<file path="src/rtl/interrupt_request_controller.sv">
// rtl/interrupt_request_controller.sv - edge-latched, masked, priority interrupt pulse generator (optional IRQ_INPUT_SYNC_EN input synchronizer)
module interrupt_request_controller #(
    parameter int NUM_SRC   = 4,
    parameter int PULSE_LEN = 2
) (
    input  logic               clk,
    input  logic               reset,
    input  logic [NUM_SRC-1:0] irq_req,
    input  logic               mask_we,
    input  logic [NUM_SRC-1:0] mask_data,
    input  logic               irq_ret,
    output logic               interrupt,
    output logic [2:0]         irq_id,
    output logic [NUM_SRC-1:0] pending,
    output logic               busy
);

    localparam logic [1:0] S_IDLE    = 2'd0;
    localparam logic [1:0] S_ASSERT  = 2'd1;
    localparam logic [1:0] S_SERVICE = 2'd2;
    localparam logic [3:0] CNT_INIT  = 4'(PULSE_LEN - 1);

    logic [1:0]         state_q, state_d;
    logic [3:0]         cnt_q, cnt_d;
    logic               int_q, int_d;
    logic [2:0]         id_q, id_d;
    logic               busy_q, busy_d;
    logic [NUM_SRC-1:0] pend_q, pend_d;
    logic [NUM_SRC-1:0] mask_q, mask_d;
    logic [NUM_SRC-1:0] prev_q;
    logic [NUM_SRC-1:0] req_s;
    logic [NUM_SRC-1:0] rise;
    logic [NUM_SRC-1:0] eligible;
    logic [NUM_SRC-1:0] clr;
    logic [NUM_SRC-1:0] win_onehot;
    logic [2:0]         win_id;

`ifdef IRQ_INPUT_SYNC_EN
    logic [NUM_SRC-1:0] sync1_q, sync2_q;

    always_ff @(posedge clk) begin
        if (reset) begin
            sync1_q <= '0;
            sync2_q <= '0;
        end else begin
            sync1_q <= irq_req;
            sync2_q <= sync1_q;
        end
    end

    assign req_s = sync2_q;
`else
    assign req_s = irq_req;
`endif

    assign rise     = req_s & ~prev_q;
    assign eligible = pend_q & mask_q;

    // Scan from the top so the lowest eligible index is the last one written.
    always_comb begin
        win_id     = '0;
        win_onehot = '0;
        for (int i = NUM_SRC - 1; i >= 0; i--) begin
            if (eligible[i]) begin
                win_id        = 3'(i);
                win_onehot    = '0;
                win_onehot[i] = 1'b1;
            end
        end
    end

    always_comb begin
        state_d = state_q;
        cnt_d   = cnt_q;
        int_d   = int_q;
        id_d    = id_q;
        busy_d  = busy_q;
        clr     = '0;
        case (state_q)
            S_IDLE: begin
                if (|eligible) begin
                    state_d = S_ASSERT;
                    id_d    = win_id;
                    clr     = win_onehot;
                    int_d   = 1'b1;
                    busy_d  = 1'b1;
                    cnt_d   = CNT_INIT;
                end
            end
            S_ASSERT: begin
                if (cnt_q == 4'd0) begin
                    int_d   = 1'b0;
                    state_d = S_SERVICE;
                end else begin
                    cnt_d = cnt_q - 4'd1;
                end
            end
            S_SERVICE: begin
                if (irq_ret) begin
                    state_d = S_IDLE;
                    busy_d  = 1'b0;
                    id_d    = '0;
                end
            end
            default: state_d = S_IDLE;
        endcase
        // A fresh rise on the granted source keeps its pending bit set.
        pend_d = (pend_q & ~clr) | rise;
        mask_d = mask_we ? mask_data : mask_q;
    end

    always_ff @(posedge clk) begin
        if (reset) begin
            state_q <= S_IDLE;
            cnt_q   <= '0;
            int_q   <= 1'b0;
            id_q    <= '0;
            busy_q  <= 1'b0;
            pend_q  <= '0;
            mask_q  <= '1;
            prev_q  <= '0;
        end else begin
            state_q <= state_d;
            cnt_q   <= cnt_d;
            int_q   <= int_d;
            id_q    <= id_d;
            busy_q  <= busy_d;
            pend_q  <= pend_d;
            mask_q  <= mask_d;
            prev_q  <= req_s;
        end
    end

    assign interrupt = int_q;
    assign irq_id    = id_q;
    assign pending   = pend_q;
    assign busy      = busy_q;

endmodule
</file>
<file path="config.mk">
export PLATFORM = sky130hd
export DESIGN_NAME = interrupt_request_controller
export DESIGN_NICKNAME = d
export VERILOG_FILES = /design/src/rtl/interrupt_request_controller.sv
export SDC_FILE = /design/constraint.sdc
export NUM_CORES = 1
export LEC_CHECK = 0
export CAP_MARGIN = 20
export CELL_PAD_IN_SITES_DETAIL_PLACEMENT = 0
export CELL_PAD_IN_SITES_GLOBAL_PLACEMENT = 1
export CORE_UTILIZATION = 28
export CTS_CLUSTER_DIAMETER = 80
export DETAILED_ROUTE_END_ITERATION = 8
export PLACE_DENSITY = 0.67
export SKIP_CTS_REPAIR_TIMING = 1
export SLEW_MARGIN = 0
export SYNTH_ARGS = -nofsm -noshare
export SYNTH_HDL_FRONTEND = slang
export SYNTH_SLANG_ARGS = --single-unit
</file>
<file path="constraint.sdc">
create_clock -name clk -period 1.5 [get_ports clk]
set_input_delay 0.375 -clock clk [delete_from_list [all_inputs] [get_ports clk]]
set_output_delay 0.375 -clock clk [all_outputs]
set_load 0.01 [all_outputs]
</file>
; ---- Word-level counts from Yosys, hierarchy flattened
; Index checks and enable logic that the tools add are counted.
[op_classes]
n_addsub = 1
eq_ne = 6
n_mux = 25
bitwise = 6
n_reduce_logical = 9
[op_table]
columns = operator, count
row1 = 2-to-1 mux 4 bit, 8
row2 = 2-to-1 mux 3 bit, 5
row3 = bitwise AND 4 bit, 3
row4 = AND reduction 3 bit, 4
row5 = 2-to-1 mux 2 bit, 4
row6 = inequality test 2 bit (second input constant), 4
row7 = NOT 4 bit, 2
row8 = one-hot mux 4 bit (2 select lines), 1
row9 = one-hot mux 2 bit (3 select lines), 1
row10 = one-hot mux 3 bit (2 select lines), 1
row11 = logical NOT 4 bit, 1
row12 = bitwise OR 4 bit, 1
row13 = one-hot mux 1 bit (2 select lines), 2
row14 = nonzero test 2 bit, 2
row15 = OR reduction 4 bit, 1
row16 = subtractor 4 x 1 -> 4 bit (second input constant), 1
row17 = 2-to-1 mux 1 bit, 3
row18 = equality test 2 x 1 -> 1 bit (second input constant), 1
row19 = equality test 2 bit (second input constant), 1
row20 = logical NOT 2 bit, 1
[word_totals]
regBits = 23
inputBits = 12
out_inout_bits = 9

; ---- Depth between registers and ports, before layout
; Gate-level depths: netlist of run 1.
[logic_depth]
word_depth = 10
depth_mapped = 6
mapped_depth_nobuf = 6

; ---- Worst setup path after synthesis of run 1
; OpenSTA, ideal clock, no wires.
[synth_path]
kind = register to register
start = register cnt_q[0]
end = register cnt_q[1]
arrival_ns = 1.279
required_ns = 1.383
setup_slack_ns = 0.104
path_stages_with_launch = 6
n_path_buf = 0
cell_sequence = dfxtp_1 -> inv_1 -> ha_1 -> nor3b_1 -> a211o_2 -> a32o_1
[synth_between]
elab_chain_cells = 3
elab_cells_between_ends = 6
classes_between = 1 x add/sub / 1 x eq/ne / 2 x mux / 2 x reduce/logical
[synth_rtl]
columns = element, line
row1 = "start, declared", 24  ; logic [3:0] cnt_q, cnt_d;
row2 = "start signal, assigned", 124  ; cnt_q <= cnt_d;
row3 = subtractor 4 x 1 -> 4 bit / logical NOT 4 bit (equally long branches), "95, 91"
row4 = 2-to-1 mux 4 bit / inequality test 2 bit (equally long branches), n/a
row5 = one-hot mux 4 bit (2 select lines) / AND reduction 3 bit (equally long branches), n/a
; Several ways; a longest one is shown, not always the timed one. The select of a mux whose other input is x is not followed.
; A chain may end at the register's enable or synchronous reset.

; ---- Worst setup path in the final report of run 1
; Ends and elaborated chain as after synthesis.

==> results.sh, run 1 <==
export IMPL_route_detailed_drc=0
export IMPL_worstPathCellList="inv_1 -> ha_1 -> nor3b_4 -> a211o_2 -> a32o_1"
export IMPL_grt_max_degree=12
export IMPL_gp_congestion=0.753
export IMPL_dp_cells=175
export IMPL_num_fill_cells=369
export IMPL_crit_required_ns=1.70
export IMPL_ys_ff_latch=22
export IMPL_r2r_start="cnt_q[0]$_SDFFE_PP0P_"
export IMPL_drtAntennaViolNets=0
export IMPL_wl_per_cell_um=11.3
export IMPL_leakagePower_nw=0.628
export IMPL_critPathKind="reg2reg"
export IMPL_syn_area_sq_um=983
export IMPL_skew_ns=0.00866
export IMPL_cts_max_path_buffers=2
export IMPL_seq_area_frac_synth=0.448
export IMPL_min_path_type="reg2reg"
export IMPL_viasPerCell=4.55
export IMPL_synthToLayoutAreaGrowth_pct=34.1
export IMPL_critPathTopFamily="compound AO/OA/AOI/OAI gates"
export IMPL_fin_setup_tns_ns=0
export IMPL_async_flop_share=0
export IMPL_cap_violations=0
export IMPL_root_buffer="clkbuf_4"
export IMPL_synth_area_per_cell_sq_um=9.11
export IMPL_synth_cells=108
export IMPL_tritoncts="done"
export IMPL_cts_made_buffers=3
export IMPL_fin_ws_ns=0.0383
export IMPL_setup_violations=0
export IMPL_period_needed_ns=1.46
export IMPL_max_freq_ghz=0.684
export IMPL_io_buffer_count=19
export IMPL_finalWirelength_um=2020
export IMPL_rows=21
export IMPL_hpwl_um=1540
export IMPL_diodes=0
export IMPL_instances_no_fill=178
export IMPL_vias=810
export IMPL_die_w_um=61.3
export IMPL_ys_types=33
export IMPL_die_area_sq_mm=0.00375
export IMPL_worstHoldStart="cnt_q[0]$_SDFFE_PP0P_"
export IMPL_first_pass_iters=4
export IMPL_critPathMaxFanout=3
export IMPL_ys_warn_count=0
export IMPL_cp_slowest_cell="dfxtp_2"
export IMPL_outcome="complete, no violations"
export IMPL_placed_area_sq_mm=0.00124
export IMPL_timing_hold_ws_ns=0.443
export IMPL_grt_pass1_wl_um=3140
export IMPL_hold_viol_final=0
export IMPL_drive_gt1_frac=0.182
export IMPL_first_global_vias=690
export IMPL_insertion_delay_ns=0.30
export IMPL_track_usage=0.113
export IMPL_final_area_sq_mm=0.00132
export IMPL_ios=21
export IMPL_fin_nets=148
export IMPL_power_density_mw_per_mm2=1410
export IMPL_cpPeakStageDelay_ns=0.35
export IMPL_globalRouteOverflowTotal=0
export IMPL_initial_utilization=0.292
export IMPL_cp_data_arrival_time_ns=1.67
export IMPL_antenna_found_initial=0
export IMPL_synth_flop_cell="dfxtp_1"
export IMPL_slew_violations=0
export IMPL_ir_worst_vdd_v=0.000571
export IMPL_drt_iter0_drc=12
export IMPL_core_sq_mm=0.00336
export IMPL_synth_edf_count=0
export IMPL_crit_path_end_kind="flip-flop"
export IMPL_post_place_ws_ns=0.0183
export IMPL_path_clk_slew_ns=0.12
export IMPL_startpoint_type="flip-flop"
export IMPL_period_share=0.974
export IMPL_path_buf_inv=1
export IMPL_clock_sinks=22
export IMPL_fp_dieH_um=61.3
export IMPL_timing_critical_path_from="cnt_q[0]$_SDFFE_PP0P_"
export IMPL_htreeDepth=1
export IMPL_synth_nets=122
==> power by group <==
part	switching [W]	internal, W
clock network	0.000168	0.0000934
logic	0.000404	0.000412
registers	0.0000839	0.000698
total	0.000656	0.00120
==> registers in the layout, summed over array words and instances, names as in the netlist <==
| name | count |
|---|---|
| busy | 1 |
| state_q | 2 |
| cnt_q | 4 |
| pending | 4 |
| irq_id | 2 |
| interrupt | 1 |
| prev_q | 4 |
| mask_q | 4 |
==> synth_stat cells, types with 2 or more instances <==
library cell	number	area share
dfxtp_1	22	0.45
or3_1	2	0.013
nand2_1	12	0.046
nand2b_1	4	0.025
nor2b_1	7	0.045
nor3_1	2	0.010
ha_1	2	0.025
nor2_1	8	0.031
a21oi_1	11	0.056
o21ai_0	5	0.025
nand3_1	2	0.010
mux2i_1	4	0.041
inv_1	4	0.015
clkbuf_1	2	0.0076
buf_4	2	0.015
o31ai_1	2	0.015
==> cell usage in the layout (no fill, tap or decap), types with 2 or more instances in the layout <==
cell type / count
inv_1: 4
clkbuf_4: 3
o31ai_1: 2
nor2_1: 7
ha_1: 2
dlymetal6s2s_1: 8
nand2b_1: 4
or3_1: 2
mux2i_1: 4
buf_4: 8
o21ai_0: 5
a21oi_1: 11
clkdlybuf4s50_1: 11
nor3_1: 2
dfxtp_1: 16
nand2_1: 12
nor2b_1: 7
dfxtp_2: 6
nand3_1: 2
==> layer usage <==
metal / wire (um) / global-route usage / vias up
met4: 15 / 0.0390 / 0
met3: 71 / 0.0231 / 2
met5: 0 / 0 / -
met1: 1000 / 0.158 / 374
li1: - / - / 422
met2: 930 / 0.172 / 12
==> cell type report <==
cell class | instances | area (sq um) | share of cell area
Multi-Input combinational cell | 76 | 505 | 0.383
Sequential cell | 22 | 448 | 0.340
Timing Repair Buffer | 27 | 270 | 0.205
Clock buffer | 3 | 22.5 | 0.0171
Tap cell | 46 | 57.6 | 0.0436
Inverter | 4 | 15.0 | 0.0114
==> kinds of logic (layout without fill, tap and decap cells) <==
| logic type | count (synthesis) | after routing | synth area share |
|---|---|---|---|
| flip-flops | 22 | 22 | 0.448 |
| AO/OA/AOI/OAI | 28 | 28 | 0.200 |
| AND/OR/NAND/NOR | 41 | 41 | 0.219 |
| buffers and inverters | 10 | 34 | 0.0636 |
| multiplexers | 4 | 4 | 0.0407 |
| adder cells (fa/ha/maj) | 2 | 2 | 0.0254 |
| other | 1 | 1 | 0.00381 |
==> stage by stage <==
step / power, W / util
final: 0.00186 / 0.392
after global routing: 0.00200 / 0.392
after global placement: 0.00152 / 0.370
after CTS: 0.00179 / 0.376
after detailed placement: 0.00153 / 0.370
after floorplan: 0.00129 / -
==> path summary, 6_finish.rpt <==
kind / end / slack (ns) / cells past startpoint
hold reg to reg: cnt_q[0]$_SDFFE_PP0P_ / 0.44 / 1
setup / recovery: cnt_q[1]$_SDFFE_PP0P_ / 0.04 / 5
hold / removal: cnt_q[0]$_SDFFE_PP0P_ / 0.44 / 1
setup reg to reg: cnt_q[1]$_SDFFE_PP0P_ / 0.04 / 5
No activity file was read; power rests on OpenSTA's default activity.
==> run 2, diff against run 1 <==
--- a/config.mk
+++ b/config.mk
@@ -13,6 +13,7 @@
 export DETAILED_ROUTE_END_ITERATION = 8
 export PLACE_DENSITY = 0.67
 export SKIP_CTS_REPAIR_TIMING = 1
+export SKIP_LAST_GASP = 1
 export SLEW_MARGIN = 0
 export SYNTH_ARGS = -nofsm -noshare
 export SYNTH_HDL_FRONTEND = slang
==> results.sh, run 2 (same netlist as run 1, synthesis figures left out) <==
export IMPL_crit_path_end_kind="flip-flop"
export IMPL_worstHoldStart="cnt_q[0]$_SDFFE_PP0P_"
export IMPL_path_buf_inv=1
export IMPL_skew_ns=0.00916
export IMPL_rows=21
export IMPL_drt_iter0_drc=12
export IMPL_period_needed_ns=1.46
export IMPL_critPathMaxFanout=3
export IMPL_tritoncts="done"
export IMPL_cp_slowest_cell="dfxtp_2"
export IMPL_critPathKind="reg2reg"
export IMPL_critPathTopFamily="compound AO/OA/AOI/OAI gates"
export IMPL_ios=21
export IMPL_r2r_cells=5
export IMPL_cap_violations=0
export IMPL_fin_setup_tns_ns=0
export IMPL_path_clk_slew_ns=0.12
export IMPL_hold_viol_final=0
export IMPL_insertion_delay_ns=0.30
export IMPL_antenna_found_initial=0
export IMPL_grt_max_degree=12
export IMPL_setup_violations=0
export IMPL_timing_hold_ws_ns=0.443
export IMPL_wl_per_cell_um=11.4
export IMPL_die_w_um=61.3
export IMPL_track_usage=0.113
export IMPL_leakagePower_nw=0.627
export IMPL_diodes=0
export IMPL_slew_violations=0
export IMPL_hpwl_um=1540
export IMPL_r2r_start="cnt_q[0]$_SDFFE_PP0P_"
export IMPL_root_buffer="clkbuf_4"
export IMPL_crit_required_ns=1.70
export IMPL_initial_utilization=0.292
export IMPL_drtAntennaViolNets=0
export IMPL_num_fill_cells=369
export IMPL_worstPathCellList="inv_1 -> ha_1 -> nor3b_4 -> a211o_2 -> a32o_1"
export IMPL_die_area_sq_mm=0.00375
export IMPL_grt_pass1_wl_um=3140
export IMPL_period_share=0.970
export IMPL_gp_congestion=0.753
export IMPL_clock_sinks=22
export IMPL_cts_max_path_buffers=2
export IMPL_viasPerCell=4.58
export IMPL_cts_made_buffers=3
export IMPL_rr_endpoint="cnt_q[1]$_SDFFE_PP0P_"
export IMPL_globalRouteOverflowTotal=0
export IMPL_startpoint_type="flip-flop"
export IMPL_htreeDepth=1
export IMPL_first_pass_iters=2
export IMPL_outcome="complete, no violations"
export IMPL_max_freq_ghz=0.687
export IMPL_cpPeakStageDelay_ns=0.35
export IMPL_r2r_slack_ns=0.04
export IMPL_vias=815
export IMPL_synthToLayoutAreaGrowth_pct=33.6
export IMPL_fin_nets=148
export IMPL_power_w=0.00184
export IMPL_hold_depth=1
export IMPL_route_detailed_drc=0
export IMPL_mostFrequentLayoutCells="16 x dfxtp_1, 12 x nand2_1, 11 x a21oi_1, 11 x clkdlybuf4s50_1"
export IMPL_core_sq_mm=0.00336
export IMPL_fp_dieH_um=61.3
export IMPL_power_density_mw_per_mm2=1400
export IMPL_final_util=0.391
export IMPL_finalWirelength_um=2030
export IMPL_layout_commonest_cell="dfxtp_1"
export IMPL_first_global_vias=690
export IMPL_whs_endpoint="cnt_q[0]$_SDFFE_PP0P_"
export IMPL_drive_gt1_frac=0.182
export IMPL_io_buffer_count=19
export IMPL_min_path_type="reg2reg"
export IMPL_rsz0062_at_grt="yes"
export IMPL_cp_data_arrival_time_ns=1.66
export IMPL_ir_worst_vdd_v=0.000571
## run 2: cell count changes in the layout (fill, tap and decap cells not counted)
cell / previous run / this run
nor2_4: 1 / 0
nor2_2: 0 / 1
## run 2: where the power goes
| group | internal [W] | switching [W] |
|---|---|---|
| combinational | 0.000407 | 0.000393 |
| clock | 0.0000934 | 0.000168 |
| sequential | 0.000698 | 0.0000840 |
| total | 0.00120 | 0.000645 |
## run 2: layout make-up
| cell class | instances | area (sq um) | share of cell area |
|---|---|---|---|
| clock buffer | 3 | 22.5 | 0.0171 |
| inverter | 4 | 15.0 | 0.0114 |
| multi-input combinational | 76 | 500 | 0.381 |
| sequential | 22 | 448 | 0.341 |
| tap | 46 | 57.6 | 0.0438 |
| timing repair buffer | 27 | 270 | 0.206 |
## run 2: metrics by stage
stage,cells,area [sq um],setup WS (ns)
3_5_place_dp,175,1240,0.0183
2_1_floorplan,108,983,0.104
6_report,178,1310,0.0449
5_1_grt,178,1310,-0.0200
4_1_cts,178,1270,-0.222
3_3_place_gp,175,1240,0.0671
## run 2: how the worst max path moves through the flow
stage	startpoint	end	slack (ns)	cells past startpoint
2_1_floorplan	cnt_q[0]$_SDFFE_PP0P_	cnt_q[1]$_SDFFE_PP0P_	0.10	5
3_3_place_gp	cnt_q[0]$_SDFFE_PP0P_	cnt_q[0]$_SDFFE_PP0P_	0.07	6
3_5_place_dp	cnt_q[0]$_SDFFE_PP0P_	cnt_q[0]$_SDFFE_PP0P_	0.02	6
4_1_cts	pending[0]$_SDFF_PP0_	pending[0]	-0.22	1
5_1_grt	cnt_q[0]$_SDFFE_PP0P_	cnt_q[0]$_SDFFE_PP0P_	-0.02	6
6_report	cnt_q[0]$_SDFFE_PP0P_	cnt_q[1]$_SDFFE_PP0P_	0.04	5
## run 2: worst reg2reg max path, cell delays in order, from the launching register on
cell	delay [ns]
dfxtp_2	0.35
inv_1	0.06
ha_1	0.20
nor3b_4	0.16
a211o_2	0.33
a32o_1	0.26
## run 2: metal layers
metal  vias up  global-route usage  part of all wire
met5         -                   0                 0
met4         0              0.0390            0.0074
met3         2              0.0231             0.037
met2        12               0.172              0.46
met1       380               0.158              0.50
li1        421                   -                 -
==> run 3, diff against run 2 <==
--- a/config.mk
+++ b/config.mk
@@ -8,10 +8,10 @@
 export CAP_MARGIN = 20
 export CELL_PAD_IN_SITES_DETAIL_PLACEMENT = 0
 export CELL_PAD_IN_SITES_GLOBAL_PLACEMENT = 1
-export CORE_UTILIZATION = 28
+export CORE_UTILIZATION = 33
 export CTS_CLUSTER_DIAMETER = 80
 export DETAILED_ROUTE_END_ITERATION = 8
-export PLACE_DENSITY = 0.67
+export PLACE_DENSITY = 0.76
 export SKIP_CTS_REPAIR_TIMING = 1
 export SKIP_LAST_GASP = 1
 export SLEW_MARGIN = 0
==> results.sh, run 3 (same netlist as run 1, synthesis figures left out) <==
export IMPL_multi_input_area_sq_um=503
export IMPL_min_path_type="reg2reg"
export IMPL_clock_sinks=22
export IMPL_rr_endpoint="cnt_q[1]$_SDFFE_PP0P_"
export IMPL_grt_pass1_wl_um=3390
export IMPL_failed_checks="setup timing"
export IMPL_finalWirelength_um=1960
export IMPL_final_util=0.473
export IMPL_globalRouteOverflowTotal=0
export IMPL_die_w_um=56.6
export IMPL_crit_required_ns=1.12
export IMPL_critPathKind="reg2out"
export IMPL_startpoint_type="flip-flop"
export IMPL_cpPeakStageDelay_ns=0.55
export IMPL_path_buf_inv=1
export IMPL_cp_slowest_cell="clkdlybuf4s50_1"
export IMPL_route_detailed_drc=0
export IMPL_fin_nets=151
export IMPL_setup_violations=1
export IMPL_critPathTopFamily="buffers and inverters"
export IMPL_power_w=0.00186
export IMPL_ir_worst_vdd_v=0.000725
export IMPL_initial_utilization=0.354
export IMPL_core_sq_mm=0.00278
export IMPL_met3_length_um=93
export IMPL_period_share=1.07
export IMPL_critPathMaxFanout=5
export IMPL_skew_ns=0.00128
export IMPL_slew_violations=0
export IMPL_die_area_sq_mm=0.00320
export IMPL_htreeDepth=1
export IMPL_num_fill_cells=278
export IMPL_hpwl_um=1520
export IMPL_drt_iter0_drc=9
export IMPL_r2r_slack_ns=0.06
export IMPL_period_needed_ns=1.61
export IMPL_io_buffer_count=19
export IMPL_top_layer="met3"
export IMPL_ios=21
export IMPL_antenna_found_initial=0
export IMPL_power_density_mw_per_mm2=1410
export IMPL_tritoncts="done"
export IMPL_rows=19
export IMPL_fin_ws_ns=-0.111
export IMPL_track_usage=0.134
export IMPL_worstPathCellList="clkdlybuf4s50_1"
export IMPL_gp_congestion=0.779
export IMPL_drive_gt1_frac=0.215
export IMPL_cap_violations=0
export IMPL_worstHoldStart="irq_id[1]$_SDFFE_PP0P_"
export IMPL_hold_depth=2
export IMPL_r2r_cells=4
export IMPL_crit_path_end_kind="primary output"
export IMPL_cp_data_arrival_time_ns=1.24
export IMPL_fp_dieH_um=56.6
export IMPL_viasPerCell=5.05
export IMPL_first_global_vias=773
export IMPL_path_clk_slew_ns=0.11
export IMPL_vias=839
export IMPL_r2r_start="state_q[1]$_SDFFE_PP0P_"
export IMPL_mostFrequentLayoutCells="17 x dfxtp_1, 12 x nand2_1, 12 x clkdlybuf4s50_1, 11 x a21oi_1, 11 x buf_4"
export IMPL_whs_endpoint="irq_id[1]$_SDFFE_PP0P_"
export IMPL_root_buffer="clkbuf_4"
export IMPL_layout_commonest_cell="dfxtp_1"
export IMPL_first_pass_iters=4
export IMPL_cts_max_path_buffers=2
export IMPL_wl_met1_um=921
export IMPL_synthToLayoutAreaGrowth_pct=33.8
export IMPL_diodes=0
export IMPL_seq_area_sq_um=447
export IMPL_cts_made_buffers=3
export IMPL_insertion_delay_ns=0.29
export IMPL_hold_viol_final=0
export IMPL_grt_max_degree=12
export IMPL_wl_per_cell_um=11.8
export IMPL_leakagePower_nw=0.629
export IMPL_outcome="finished with violations"
export IMPL_drtAntennaViolNets=0
export IMPL_wl_met2_um=947
export IMPL_max_freq_ghz=0.621
export IMPL_rsz0062_at_grt="yes"
[run 3: worst max path at each step]
stage	from	slack (ns)	end	depth (start not counted)
after floorplan	cnt_q[0]$_SDFFE_PP0P_	0.10	cnt_q[1]$_SDFFE_PP0P_	5
after global placement	cnt_q[0]$_SDFFE_PP0P_	0.07	cnt_q[1]$_SDFFE_PP0P_	5
after detailed placement	cnt_q[0]$_SDFFE_PP0P_	0.03	cnt_q[1]$_SDFFE_PP0P_	5
after CTS	pending[0]$_SDFF_PP0_	-0.20	pending[0]	1
after global routing	pending[0]$_SDFF_PP0_	-0.15	pending[0]	1
final	pending[0]$_SDFF_PP0_	-0.11	pending[0]	1
[run 3: where the power goes]
group          total [W]  switching (W)  internal [W]  leakage (nW)
Clock           0.000259       0.000166     0.0000934        0.0138
Sequential      0.000803       0.000106      0.000697         0.184
Combinational   0.000794       0.000366      0.000428         0.432
Total            0.00186       0.000638       0.00122         0.629
[run 3: area by class of cell]
cell class	instances	area share
Timing Repair Buffer	30	0.221
Clock buffer	3	0.0171
Inverter	4	0.0114
Sequential cell	22	0.339
Tap cell	31	0.0295
Multi-Input combinational cell	76	0.382
[run 3: layer usage]
layer  up-vias  GRT usage
li1        431          -
met1       391      0.174
met2        17      0.224
met3         0     0.0253
met4         0     0.0418
met5         -          0
[run 3: per-stage QoR]
stage / setup WS [ns] / setup TNS (ns) / cell area, sq um / hold slack, ns / instances
2_1_floorplan: 0.104 / 0 / 983 / 0.433 / 108
3_3_place_gp: 0.0719 / 0 / 1240 / 0.447 / 162
3_5_place_dp: 0.0282 / 0 / 1240 / 0.450 / 162
4_1_cts: -0.199 / -0.914 / 1260 / 0.469 / 165
5_1_grt: -0.151 / -0.180 / 1320 / 0.500 / 166
6_report: -0.111 / -0.111 / 1320 / 0.462 / 166
